--- src/rtl/instr_sequencer_if.sv ---
// Handshake bundle between main_control/datapath and the phase sequencer.
// The master side supplies run control and the instruction class; the slave side is the sequencer.
interface instr_sequencer_if;
  logic        start;
  logic        halt_req;
  logic        mem_read;
  logic        mem_write;
  logic        reg_write;
  logic [1:0]  branch;
  logic        pc_en;
  logic        ir_load;
  logic        imem_en;
  logic        dmem_en;
  logic        dmem_we;
  logic        rf_we;
  logic [2:0]  state;
  logic        halted;
  logic [31:0] instr_count;

  modport master (
    output start, halt_req, mem_read, mem_write, reg_write, branch,
    input  pc_en, ir_load, imem_en, dmem_en, dmem_we, rf_we, state, halted, instr_count
  );

  modport slave (
    input  start, halt_req, mem_read, mem_write, reg_write, branch,
    output pc_en, ir_load, imem_en, dmem_en, dmem_we, rf_we, state, halted, instr_count
  );
endinterface

--- src/rtl/instr_sequencer.sv ---
// Multicycle phase controller for the KGP-RISC core: fetch/decode/exec/mem/writeback
// with wait cycles for BRAM latency. branch is informational and does not affect sequencing.
module instr_sequencer #(
  parameter int unsigned IMEM_LAT = 1,
  parameter int unsigned DMEM_LAT = 1
) (
  input logic               clock,
  input logic               reset,
  instr_sequencer_if.slave  bus
);

  typedef enum logic [2:0] {
    S_IDLE   = 3'd0,
    S_FETCH  = 3'd1,
    S_DECODE = 3'd2,
    S_EXEC   = 3'd3,
    S_MEM    = 3'd4,
    S_WB     = 3'd5,
    S_HALT   = 3'd6
  } state_t;

  localparam logic [2:0] IMEM_LAST = 3'(IMEM_LAT);
  localparam logic [2:0] DMEM_LAST = 3'(DMEM_LAT);

  state_t      state_r;
  logic [2:0]  lat_r;
  logic        halt_pend_r;
  logic [31:0] instr_count_r;

  logic imem_en_s, ir_load_s, dmem_en_s, dmem_we_s, rf_we_s, retire_s;
  logic is_mem_s, load_wb_s;

  assign is_mem_s  = bus.mem_read | bus.mem_write;
  // A simultaneous read+write is treated as a store, so it never reaches WB.
  assign load_wb_s = bus.mem_read & ~bus.mem_write & bus.reg_write;

  // Strobe decode from the registered phase, latency counter and class inputs.
  always_comb begin
    imem_en_s = 1'b0;
    ir_load_s = 1'b0;
    dmem_en_s = 1'b0;
    dmem_we_s = 1'b0;
    rf_we_s   = 1'b0;
    retire_s  = 1'b0;
    case (state_r)
      S_FETCH: begin
        imem_en_s = 1'b1;
        ir_load_s = (lat_r == IMEM_LAST);
      end
      S_EXEC: begin
        retire_s = ~is_mem_s & ~bus.reg_write;
      end
      S_MEM: begin
        dmem_en_s = 1'b1;
        dmem_we_s = bus.mem_write & (lat_r == 3'd0);
        retire_s  = (lat_r == DMEM_LAST) & ~load_wb_s;
      end
      S_WB: begin
        rf_we_s  = 1'b1;
        retire_s = 1'b1;
      end
      default: begin
        retire_s = 1'b0;
      end
    endcase
  end

  // Phase sequencing, halt-pending tracking and retired-instruction count.
  always_ff @(posedge clock or negedge reset) begin
    if (!reset) begin
      state_r       <= S_IDLE;
      lat_r         <= 3'd0;
      halt_pend_r   <= 1'b0;
      instr_count_r <= 32'd0;
    end else if (retire_s) begin
      instr_count_r <= instr_count_r + 32'd1;
      lat_r         <= 3'd0;
      if (halt_pend_r || bus.halt_req) begin
        state_r     <= S_HALT;
        halt_pend_r <= 1'b0;
      end else begin
        state_r <= S_FETCH;
      end
    end else begin
      if (bus.halt_req && (state_r != S_IDLE) && (state_r != S_HALT)) begin
        halt_pend_r <= 1'b1;
      end
      case (state_r)
        S_IDLE: begin
          if (bus.start) begin
            state_r <= S_FETCH;
            lat_r   <= 3'd0;
          end
        end
        S_FETCH: begin
          if (lat_r == IMEM_LAST) begin
            state_r <= S_DECODE;
            lat_r   <= 3'd0;
          end else begin
            lat_r <= lat_r + 3'd1;
          end
        end
        S_DECODE: begin
          state_r <= S_EXEC;
        end
        S_EXEC: begin
          lat_r   <= 3'd0;
          state_r <= is_mem_s ? S_MEM : S_WB;
        end
        S_MEM: begin
          if (lat_r == DMEM_LAST) begin
            state_r <= S_WB;
            lat_r   <= 3'd0;
          end else begin
            lat_r <= lat_r + 3'd1;
          end
        end
        S_HALT: begin
          if (bus.start && !bus.halt_req) begin
            state_r <= S_FETCH;
            lat_r   <= 3'd0;
          end
        end
        default: begin
          state_r <= S_IDLE;
          lat_r   <= 3'd0;
        end
      endcase
    end
  end

  assign bus.imem_en     = imem_en_s;
  assign bus.ir_load     = ir_load_s;
  assign bus.dmem_en     = dmem_en_s;
  assign bus.dmem_we     = dmem_we_s;
  assign bus.rf_we       = rf_we_s;
  assign bus.pc_en       = retire_s;
  assign bus.state       = state_r;
  assign bus.halted      = (state_r == S_HALT);
  assign bus.instr_count = instr_count_r;

endmodule

--- src/flat_wrapper.sv ---
// flat-port wrapper written by rule: the top's interface ports become plain ports
module instr_sequencer_flat 
#(
  parameter int unsigned IMEM_LAT = 1,
  parameter int unsigned DMEM_LAT = 1
)
  (clock, reset, bus_start, bus_halt_req, bus_mem_read, bus_mem_write, bus_reg_write, bus_branch, bus_pc_en, bus_ir_load, bus_imem_en, bus_dmem_en, bus_dmem_we, bus_rf_we, bus_state, bus_halted, bus_instr_count);
  instr_sequencer_if bus_i ();
  input logic clock;
  input logic reset;
  input wire logic [$bits(bus_i.start)-1:0] bus_start;
  input wire logic [$bits(bus_i.halt_req)-1:0] bus_halt_req;
  input wire logic [$bits(bus_i.mem_read)-1:0] bus_mem_read;
  input wire logic [$bits(bus_i.mem_write)-1:0] bus_mem_write;
  input wire logic [$bits(bus_i.reg_write)-1:0] bus_reg_write;
  input wire logic [$bits(bus_i.branch)-1:0] bus_branch;
  output wire logic [$bits(bus_i.pc_en)-1:0] bus_pc_en;
  output wire logic [$bits(bus_i.ir_load)-1:0] bus_ir_load;
  output wire logic [$bits(bus_i.imem_en)-1:0] bus_imem_en;
  output wire logic [$bits(bus_i.dmem_en)-1:0] bus_dmem_en;
  output wire logic [$bits(bus_i.dmem_we)-1:0] bus_dmem_we;
  output wire logic [$bits(bus_i.rf_we)-1:0] bus_rf_we;
  output wire logic [$bits(bus_i.state)-1:0] bus_state;
  output wire logic [$bits(bus_i.halted)-1:0] bus_halted;
  output wire logic [$bits(bus_i.instr_count)-1:0] bus_instr_count;
  assign bus_i.start = bus_start;
  assign bus_i.halt_req = bus_halt_req;
  assign bus_i.mem_read = bus_mem_read;
  assign bus_i.mem_write = bus_mem_write;
  assign bus_i.reg_write = bus_reg_write;
  assign bus_i.branch = bus_branch;
  assign bus_pc_en = bus_i.pc_en;
  assign bus_ir_load = bus_i.ir_load;
  assign bus_imem_en = bus_i.imem_en;
  assign bus_dmem_en = bus_i.dmem_en;
  assign bus_dmem_we = bus_i.dmem_we;
  assign bus_rf_we = bus_i.rf_we;
  assign bus_state = bus_i.state;
  assign bus_halted = bus_i.halted;
  assign bus_instr_count = bus_i.instr_count;
  instr_sequencer #(.IMEM_LAT(IMEM_LAT), .DMEM_LAT(DMEM_LAT)) u_core (.clock(clock), .reset(reset), .bus(bus_i));
endmodule
--- config.mk ---
export PLATFORM = sky130hd
export DESIGN_NAME = instr_sequencer_flat
export DESIGN_NICKNAME = d
export VERILOG_FILES = /design/src/rtl/instr_sequencer_if.sv /design/src/rtl/instr_sequencer.sv /design/src/flat_wrapper.sv
export SDC_FILE = /design/constraint.sdc
export NUM_CORES = 1
export LEC_CHECK = 0
export BUFFER_PORTS_ARGS = -buffer_cell sky130_fd_sc_hd__buf_2
export CORE_MARGIN = 2
export CORE_UTILIZATION = 53
export CTS_CLUSTER_SIZE = 12
export DETAILED_ROUTE_END_ITERATION = 8
export PLACE_DENSITY = 0.79
export SLEW_MARGIN = 10
export SYNTH_ARGS = -nofsm -noshare
export SYNTH_HDL_FRONTEND = slang
export SYNTH_SLANG_ARGS = --single-unit
export TNS_END_PERCENT = 10
--- constraint.sdc ---
create_clock -name clock -period 2.15 [get_ports clock]
set_input_delay 0.3225 -clock clock [delete_from_list [all_inputs] [get_ports clock]]
set_output_delay 0.3225 -clock clock [all_outputs]
set_load 0.02 [all_outputs]
* Word level (Yosys, flattened, before mapping)
Cells that the tools add are included.
** Word-level totals
- Flip-flop bits (word level) :: 39
- Input port bits :: 9
- Output and inout port bits :: 42
- Word-level logic and storage cells :: 65
** Operators by class
- $add $sub $neg :: 2
- Equality and inequality tests :: 14
- Multiplexer cells :: 22
- Bitwise logic cells :: 10
- Reduce and logical (&&, ||, !) cells :: 13
** Operators by type and width (count)
- $add 32x1->32 const B :: 1
- $mux 3 :: 10
- $pmux 3 s6 :: 1
- $pmux 3 s4 :: 1
- $eq 3x3->1 const B :: 3
- $mux 1 :: 9
- $ne 3x2->1 const B :: 3
- $eq 3x1->1 const B :: 2
- $eq 3x2->1 const B :: 2
- $logic_not 3->1 :: 2
- $ne 3x3->1 const B :: 2
- $and 1x1->1 :: 5
- $not 1->1 :: 4
- $reduce_and 4->1 :: 1
- $add 3x1->3 const B :: 1
- $logic_and 1x1->1 :: 3
- $pmux 1 s3 :: 1
- $reduce_and 3->1 :: 1
- $reduce_bool 3->1 :: 1
- $ne 2x1->1 const B :: 1
- $ne 2x2->1 const B :: 1
- $reduce_and 2->1 :: 1
- $reduce_bool 2->1 :: 1
- $reduce_or 2->1 :: 1
- 3 further kinds :: 3

* Logic depth before layout (Yosys ltp)
Gate-level depths: netlist of run 1.
- Word-level depth :: 8
- Depth in mapped cells :: 8
- Depth with buffers taken out :: 6

* Worst setup path after synthesis of run 1
OpenSTA, ideal clock, no wires.
- Path kind :: register to register
- Start point :: reg u_core.state_r[2] (netlist: u_core.bus.state[2])
- End point :: reg u_core.instr_count_r[1] (netlist: u_core.bus.instr_count[1])
- Setup time :: 0.125 ns
- Arrival time :: 1.676 ns
- Data required time :: 2.025 ns
- Setup slack :: 0.349 ns
- Cell stages (with the launch flop) :: 7
- Path buffers :: 1
- Period minus slack after synthesis :: 1.801 ns
- Cell sequence :: dfrtp_1 > and2b_4 > a32oi_4 > and2_1 > buf_6 > inv_4 > mux2_4
** On the way
- Cells in the longest elaborated chain, start to end :: 2
- Elaborated cells between the ends (all ways) :: 4
- Classes of those cells :: eq/ne: 3; mux: 1
** RTL lines
- start: declaration :: RTL line instr_sequencer.sv:25 : state_t state_r;
- start signal: assignment :: RTL line instr_sequencer.sv:108 : state_r <= is_mem_s ? S_MEM : S_WB;
- $eq 3x3->1 / $eq 3x2->1 (equally long branches) :: RTL line instr_sequencer.sv:45 : case (state_r)
- $pmux 1 s3 * :: RTL line instr_sequencer.sv:45
- via bus_pc_en :: RTL line flat_wrapper.sv:17 : output wire logic [$bits(bus_i.pc_en)-1:0] bus_pc_en;
- end signal: assignment :: RTL line instr_sequencer.sv:76 : instr_count_r <= instr_count_r + 32'd1;
- end: declaration :: RTL line instr_sequencer.sv:28 : logic [31:0] instr_count_r;
The timed path passes the listed nets; every way through them passes the cells marked *.
A chain may end at the register's enable or synchronous reset.

* Worst setup path in the final report of run 1
- Start point :: reg u_core.state_r[1] (netlist: u_core.bus.state[1])
- End point :: out bus_pc_en
** On the way
- Cells in the longest elaborated chain, start to end :: 2
- Elaborated cells between the ends (all ways) :: 4
- Classes of those cells :: eq/ne: 3; mux: 1
** RTL lines (RTL line)
- $eq 3x3->1 / $eq 3x2->1 (equally long branches) :: instr_sequencer.sv:45
- $pmux 1 s3 * :: instr_sequencer.sv:45
- end: declaration :: flat_wrapper.sv:17
Every way passes the cells marked *; elsewhere a longest branch is shown, timed or not.

==> flow_summary.yaml, run 1 <==
placed_design:
  port_buffers: 48
  place_congestion: 0.909
  hpwl_mm: 3.02
worst_setup_path:
  worstRegToRegCells: 6
  critPathSlowestCell: "dfrtp_2"
  endpoint_kind: "output port"
  path_cells: "and2b_4 > a32oi_4 > and2_4 > inv_4 > buf_2"
  cp.arrival_ns: 1.72
  crit_fanout: 7
  cp_slowest_stage_delay_ns: 0.43
  worstPathRequired_ns: 1.83
  r2r_slack_ns: 0.33
  path_class: "reg2out"
  r2r_start: "u_core.bus.state[1]"
  rr_endpoint: "u_core.bus.instr_count[15]"
  cp-start-kind: "flip-flop"
route:
  via_per_inst: 5.46
  drt_iter0_drc: 103
  avgRoutedWirePerCell_um: 13.7
  wl_mm: 4.11
  first_pass_iters: 4
  vias: 1637
  drc: 0
  final_antenna_net_count: 0
global_routing:
  grt_pass1_vias: 1504
  grt_max_degree: 40
  grt_pass1_wl_mm: 6.89
  antenna_found_initial: 0
  grt_usage_pct: 20.5
  overflow: 0
logic_synthesis:
  seq_area_frac_synth_pct: 46.9
  ys_types: 40
  synthCells: 198
  synth_edf_count: 0
  synth_flop_cell: "dfrtp_1"
  syn_avg_cell_area_um2: 10.5
  synthArstFlopShare_pct: 100
  ys_warn_count: 0
  ys_ff_latch: 39
  synth_fp_nets: 208
  netlist_area_um2: 2080
finish:
  insertedDiodeCount: 0
  drive_above_1_share_pct: 31.0
  flow.area_growth_from_synthesis_pct: 17.8
  final_nets: 261
clock_network:
  cts_setup_buffers: 0
  numCtsBuffers: 5
  htree_num_levels: 2
  clk_pin_slew_ns: 0.08
  ctsHoldBuffers: 0
  cts.sinks: 39
  cts-root-buf: "clkbuf_8"
  clk_latency_ns: 0.30
  cts_max_path_buffers: 2
  cts_tree: "yes"
floorplanning:
  pin_count: 51
  rows: 22
  die_area_um2: 4450
  core-area_um2: 3720
  die_h_um: 66.7
  start_util_pct: 56.0
  dieWidth_um: 66.7
timing:
  max_freq_ghz: 0.490
  slew_headroom_pct: 44.1
  finalCriticalPeriod_ns: 2.04
  drv_slew: 0
  setup_viol: 0
  rsz0062_at_grt: "false"
  final.setup_skew_ns: 0.00513
  worst_slew_pin_slew_ns: 0.838
  period_share_pct: 95.0
  final.setup.tns_ns: 0
  hold_viol: 0
min_path:
  hold_path_class: "in2async"
run:
  maxCapViolCount: 0
pwr:
  power_per_cell_area_nw_per_um2: 951
  power_mw: 2.33
  leakagePower_nw: 1.23
  vdd_drop_max_v: 0.000825
run_status:
  status: "complete, no violations"
metal layers:
metal	global-route usage [%]	wire length, um	vias up	part of all wire, %
met5	0	0	-	0
met3	4.05	170	7	4.1
met2	33.4	1980	39	48
met1	26.4	1890	787	46
met4	9.18	73	0	1.8
li1	-	-	804	-
synth_stat cells, types with 2 or more instances:
library cell | number | area share, %
buf_4 | 2 | 0.72
nor3_1 | 3 | 0.72
buf_6 | 3 | 1.6
a211oi_1 | 2 | 0.72
a21oi_1 | 10 | 2.4
nor3_4 | 2 | 1.6
and4_1 | 5 | 2.1
nand3_1 | 16 | 3.8
nand2_1 | 20 | 3.6
o21ai_0 | 6 | 1.4
dfrtp_1 | 39 | 47
and2_1 | 2 | 0.60
and3_1 | 8 | 2.4
nor2b_1 | 2 | 0.60
inv_1 | 7 | 1.3
a31oi_1 | 2 | 0.60
xor2_1 | 5 | 2.1
nand4_1 | 6 | 1.8
xnor2_1 | 26 | 11
o22ai_1 | 2 | 0.60
and2b_4 | 2 | 0.96
clkbuf_1 | 2 | 0.36
nor2_1 | 9 | 1.6
worst max-delay path: cells and delay by family (launching register included):
family          cells  cell delay [ns]
compound gates      1             0.29
buf+inv             2             0.20
simple gates        2             0.50
flops               1             0.43
report_power, final:
group | total, mW | switching [mW] | internal [mW] | leakage, nW
Sequential | 0.939 | 0.110 | 0.829 | 0.526
Combinational | 0.912 | 0.561 | 0.351 | 0.664
Clock | 0.482 | 0.256 | 0.227 | 0.0412
Total | 2.33 | 0.926 | 1.41 | 1.23
worst max path at each step:
stage / depth (start not counted) / slack (ns) / to / from
6_report: 5 / 0.11 / bus_pc_en / u_core.bus.state[1]
4_1_cts: 5 / 0.0008 / bus_pc_en / u_core.bus.state[1]
3_5_place_dp: 5 / 0.24 / bus_pc_en / u_core.bus.state[1]
3_3_place_gp: 5 / 0.26 / bus_pc_en / u_core.bus.state[1]
5_1_grt: 5 / 0.03 / bus_pc_en / u_core.bus.state[2]
2_1_floorplan: 6 / 0.35 / u_core.bus.instr_count[1] / u_core.bus.state[2]
state kept, by name (all words and copies together) (netlist names):
register	cells
u_core.bus.instr_count	32
u_core.lat_r	3
u_core.halt_pend_r	1
u_core.bus.state	3
stage by stage:
stage	util [%]	hold WS, ns	instances	worst slack, ns	area (um2)
finish	66.0	0.127	300	0.108	2450
global placement	63.6	0.459	292	0.260	2360
detailed placement	63.6	0.463	292	0.242	2360
floorplan	-	0.0269	198	0.349	2080
global route	66.0	0.194	300	0.0344	2450
CTS	65.9	0.155	300	0.000815	2450
cells by family after synthesis:
logic type / synth area share [%]
compound gates: 10.9
xor+xnor: 13.0
fa+ha+maj: 0.601
buf+inv: 4.27
flops: 46.9
mux: 0.721
simple gates: 23.6
placed cells by master (no fill, tap or decap), drive strengths merged, types with 2 or more instances in the layout:
master  count
a211oi      4
a21oi      10
a31oi       2
and2        2
and2b       2
and3        8
and4        5
buf        53
clkbuf      6
dfrtp      39
inv         8
nand2      20
nand3      16
nand4       8
nor2        9
nor2b       2
nor3        5
nor3b       2
o21ai       6
o22ai       2
xnor2      26
xor2        5
cell type report:
class | instances | area (um2)
clock buffer | 6 | 72.6
clock inverter | 2 | 12.5
fill | 319 | 1260
inverter | 8 | 32.5
multi-input combinational | 144 | 1020
sequential | 39 | 978
tap | 48 | 60.1
timing repair buffer | 53 | 278
what timing repair did:
action | 4_1_cts | 5_1_grt
setup endpoints to repair | 1 | 1
cloned | 0 | 0
gates resized for setup | 1 | 3
pin swaps | 0 | 1
(Power assumes the default switching activity.)
==> run 2, diff against run 1 <==
RECOVER_POWER = 100   (was default)
==> run 2 against run 1 <==
Effect of this change: die area did not move; global-route usage unchanged; fmax up 1.4%; worst hold slack improved by 0.032 ns; via count up 0.79%; largest power group unchanged; combinational power shrank 3.1%; sequential share of layout area increased by 1.1 points.
==> flow_summary.yaml, run 2 (same netlist as run 1, synthesis figures left out) <==
floorplanning:
  start_util_pct: 56.0
  rows: 22
  die_h_um: 66.7
  pin_count: 51
  dieWidth_um: 66.7
  core-area_um2: 3720
  die_area_um2: 4450
finish:
  insertedDiodeCount: 0
  fillCellCount: 349
  largest_reg_flops: 32
  drive_above_1_share_pct: 14.7
  flow.area_growth_from_synthesis_pct: 14.8
  final_nets: 261
  mostFrequentLayoutCell: "clkbuf_1"
  final_cell_mix: "40 x clkbuf_1, 37 x dfrtp_1, 26 x xnor2_1, 20 x nand2_1, 16 x nand3_1"
worst_setup_path:
  path_class: "reg2out"
  worstRegToRegCells: 6
  rr_endpoint: "u_core.bus.instr_count[15]"
  worstPathRequired_ns: 1.83
  endpoint_kind: "output port"
  cp.arrival_ns: 1.69
  crit_fanout: 7
  r2r_start: "u_core.bus.state[1]"
  cp-start-kind: "flip-flop"
  r2r_slack_ns: 0.24
route:
  top_layer_used: "met4"
  drt_iter0_drc: 99
  final_antenna_net_count: 0
  wl_met3_um: 176
  wl_met2_mm: 2.03
  vias: 1650
  via_per_inst: 5.50
  wl_mm: 4.13
  met1_length_mm: 1.87
  drc: 0
  first_pass_iters: 4
  avgRoutedWirePerCell_um: 13.8
clock_network:
  ctsHoldBuffers: 0
  numCtsBuffers: 5
  clk_latency_ns: 0.29
  cts-root-buf: "clkbuf_8"
  cts_tree: "yes"
  cts.sinks: 39
  cts_max_path_buffers: 2
  clk_pin_slew_ns: 0.08
  htree_num_levels: 2
global_routing:
  grt_usage_pct: 20.5
  antenna_found_initial: 0
  grt_pass1_vias: 1504
  overflow: 0
  grt_pass1_wl_mm: 6.89
  grt_max_degree: 40
placed_design:
  place_congestion: 0.909
  pre_cts_ws_ns: 0.242
  hpwl_mm: 3.02
  port_buffers: 48
timing:
  slew_headroom_pct: 37.9
  hold_viol: 0
  rsz0062_at_grt: "false"
  finalCriticalPeriod_ns: 2.01
  period_share_pct: 93.6
  max_freq_ghz: 0.497
  hold_ws_ns: 0.159
  final.setup_skew_ns: 0.00565
  fin_ws_ns: 0.137
  worst_slew_pin_slew_ns: 0.932
  drv_slew: 0
  setup_viol: 0
  final.setup.tns_ns: 0
pwr:
  power_per_cell_area_nw_per_um2: 965
  power_mw: 2.31
  vdd_drop_max_v: 0.000834
  leakagePower_nw: 1.06
run_status:
  status: "complete, no violations"
min_path:
  hold_path_class: "in2async"
run:
  maxCapViolCount: 0
==> run 2: area by class of cell <==
type,instances,area [um2],area share [%]
clock buffer,6,72.6,3.04
clock inverter,2,12.5,0.524
inverter,8,32.5,1.36
multi-input combinational,144,1010,42.3
sequential,39,978,40.9
tap,48,60.1,2.51
timing repair buffer,53,224,9.37
==> run 2: worst max-delay path by stage <==
stage / from / to / slack (ns) / cells past startpoint
2_1_floorplan: u_core.bus.state[2] / u_core.bus.instr_count[1] / 0.35 / 6
3_3_place_gp: u_core.bus.state[1] / bus_pc_en / 0.26 / 5
3_5_place_dp: u_core.bus.state[1] / bus_pc_en / 0.24 / 5
4_1_cts: u_core.bus.state[1] / bus_pc_en / 0.0008 / 5
5_1_grt: u_core.bus.state[2] / bus_pc_en / 0.05 / 5
6_report: u_core.bus.state[1] / bus_pc_en / 0.14 / 5
==> run 2: power breakdown <==
group / total, mW / internal (mW) / switching [mW] / leakage [nW]
combinational: 0.884 / 0.326 / 0.558 / 0.497
sequential: 0.941 / 0.829 / 0.111 / 0.526
clock: 0.480 / 0.227 / 0.254 / 0.0412
==> run 2: critical path: stages, from the launching register on <==
cell and delay [ns]:
dfrtp_2 0.45, and2b_4 0.32, o211ai_2 0.17, and2_4 0.22
inv_4 0.07, clkbuf_2 0.16
==> run 2: per-layer routing <==
metal  vias up  track usage [%]
met1       798             26.4
met3         5             4.05
met2        43             33.4
met5         -                0
li1        804                -
met4         0             9.18
==> run 2: what timing repair did <==
item                       in CTS  in global routing
buffers inserted                0                  0
setup endpoints to repair       1                  1
resized for setup               1                  3
pin swaps                       0                  1
==> run 2: metrics by stage <==
| step | instance area, um2 | cells | utilization (%) |
|---|---|---|---|
| after global routing | 2390 | 300 | 64.3 |
| after global placement | 2360 | 292 | 63.6 |
| after detailed placement | 2360 | 292 | 63.6 |
| after floorplan | 2080 | 198 | - |
| final | 2390 | 300 | 64.3 |
| after CTS | 2450 | 300 | 65.9 |
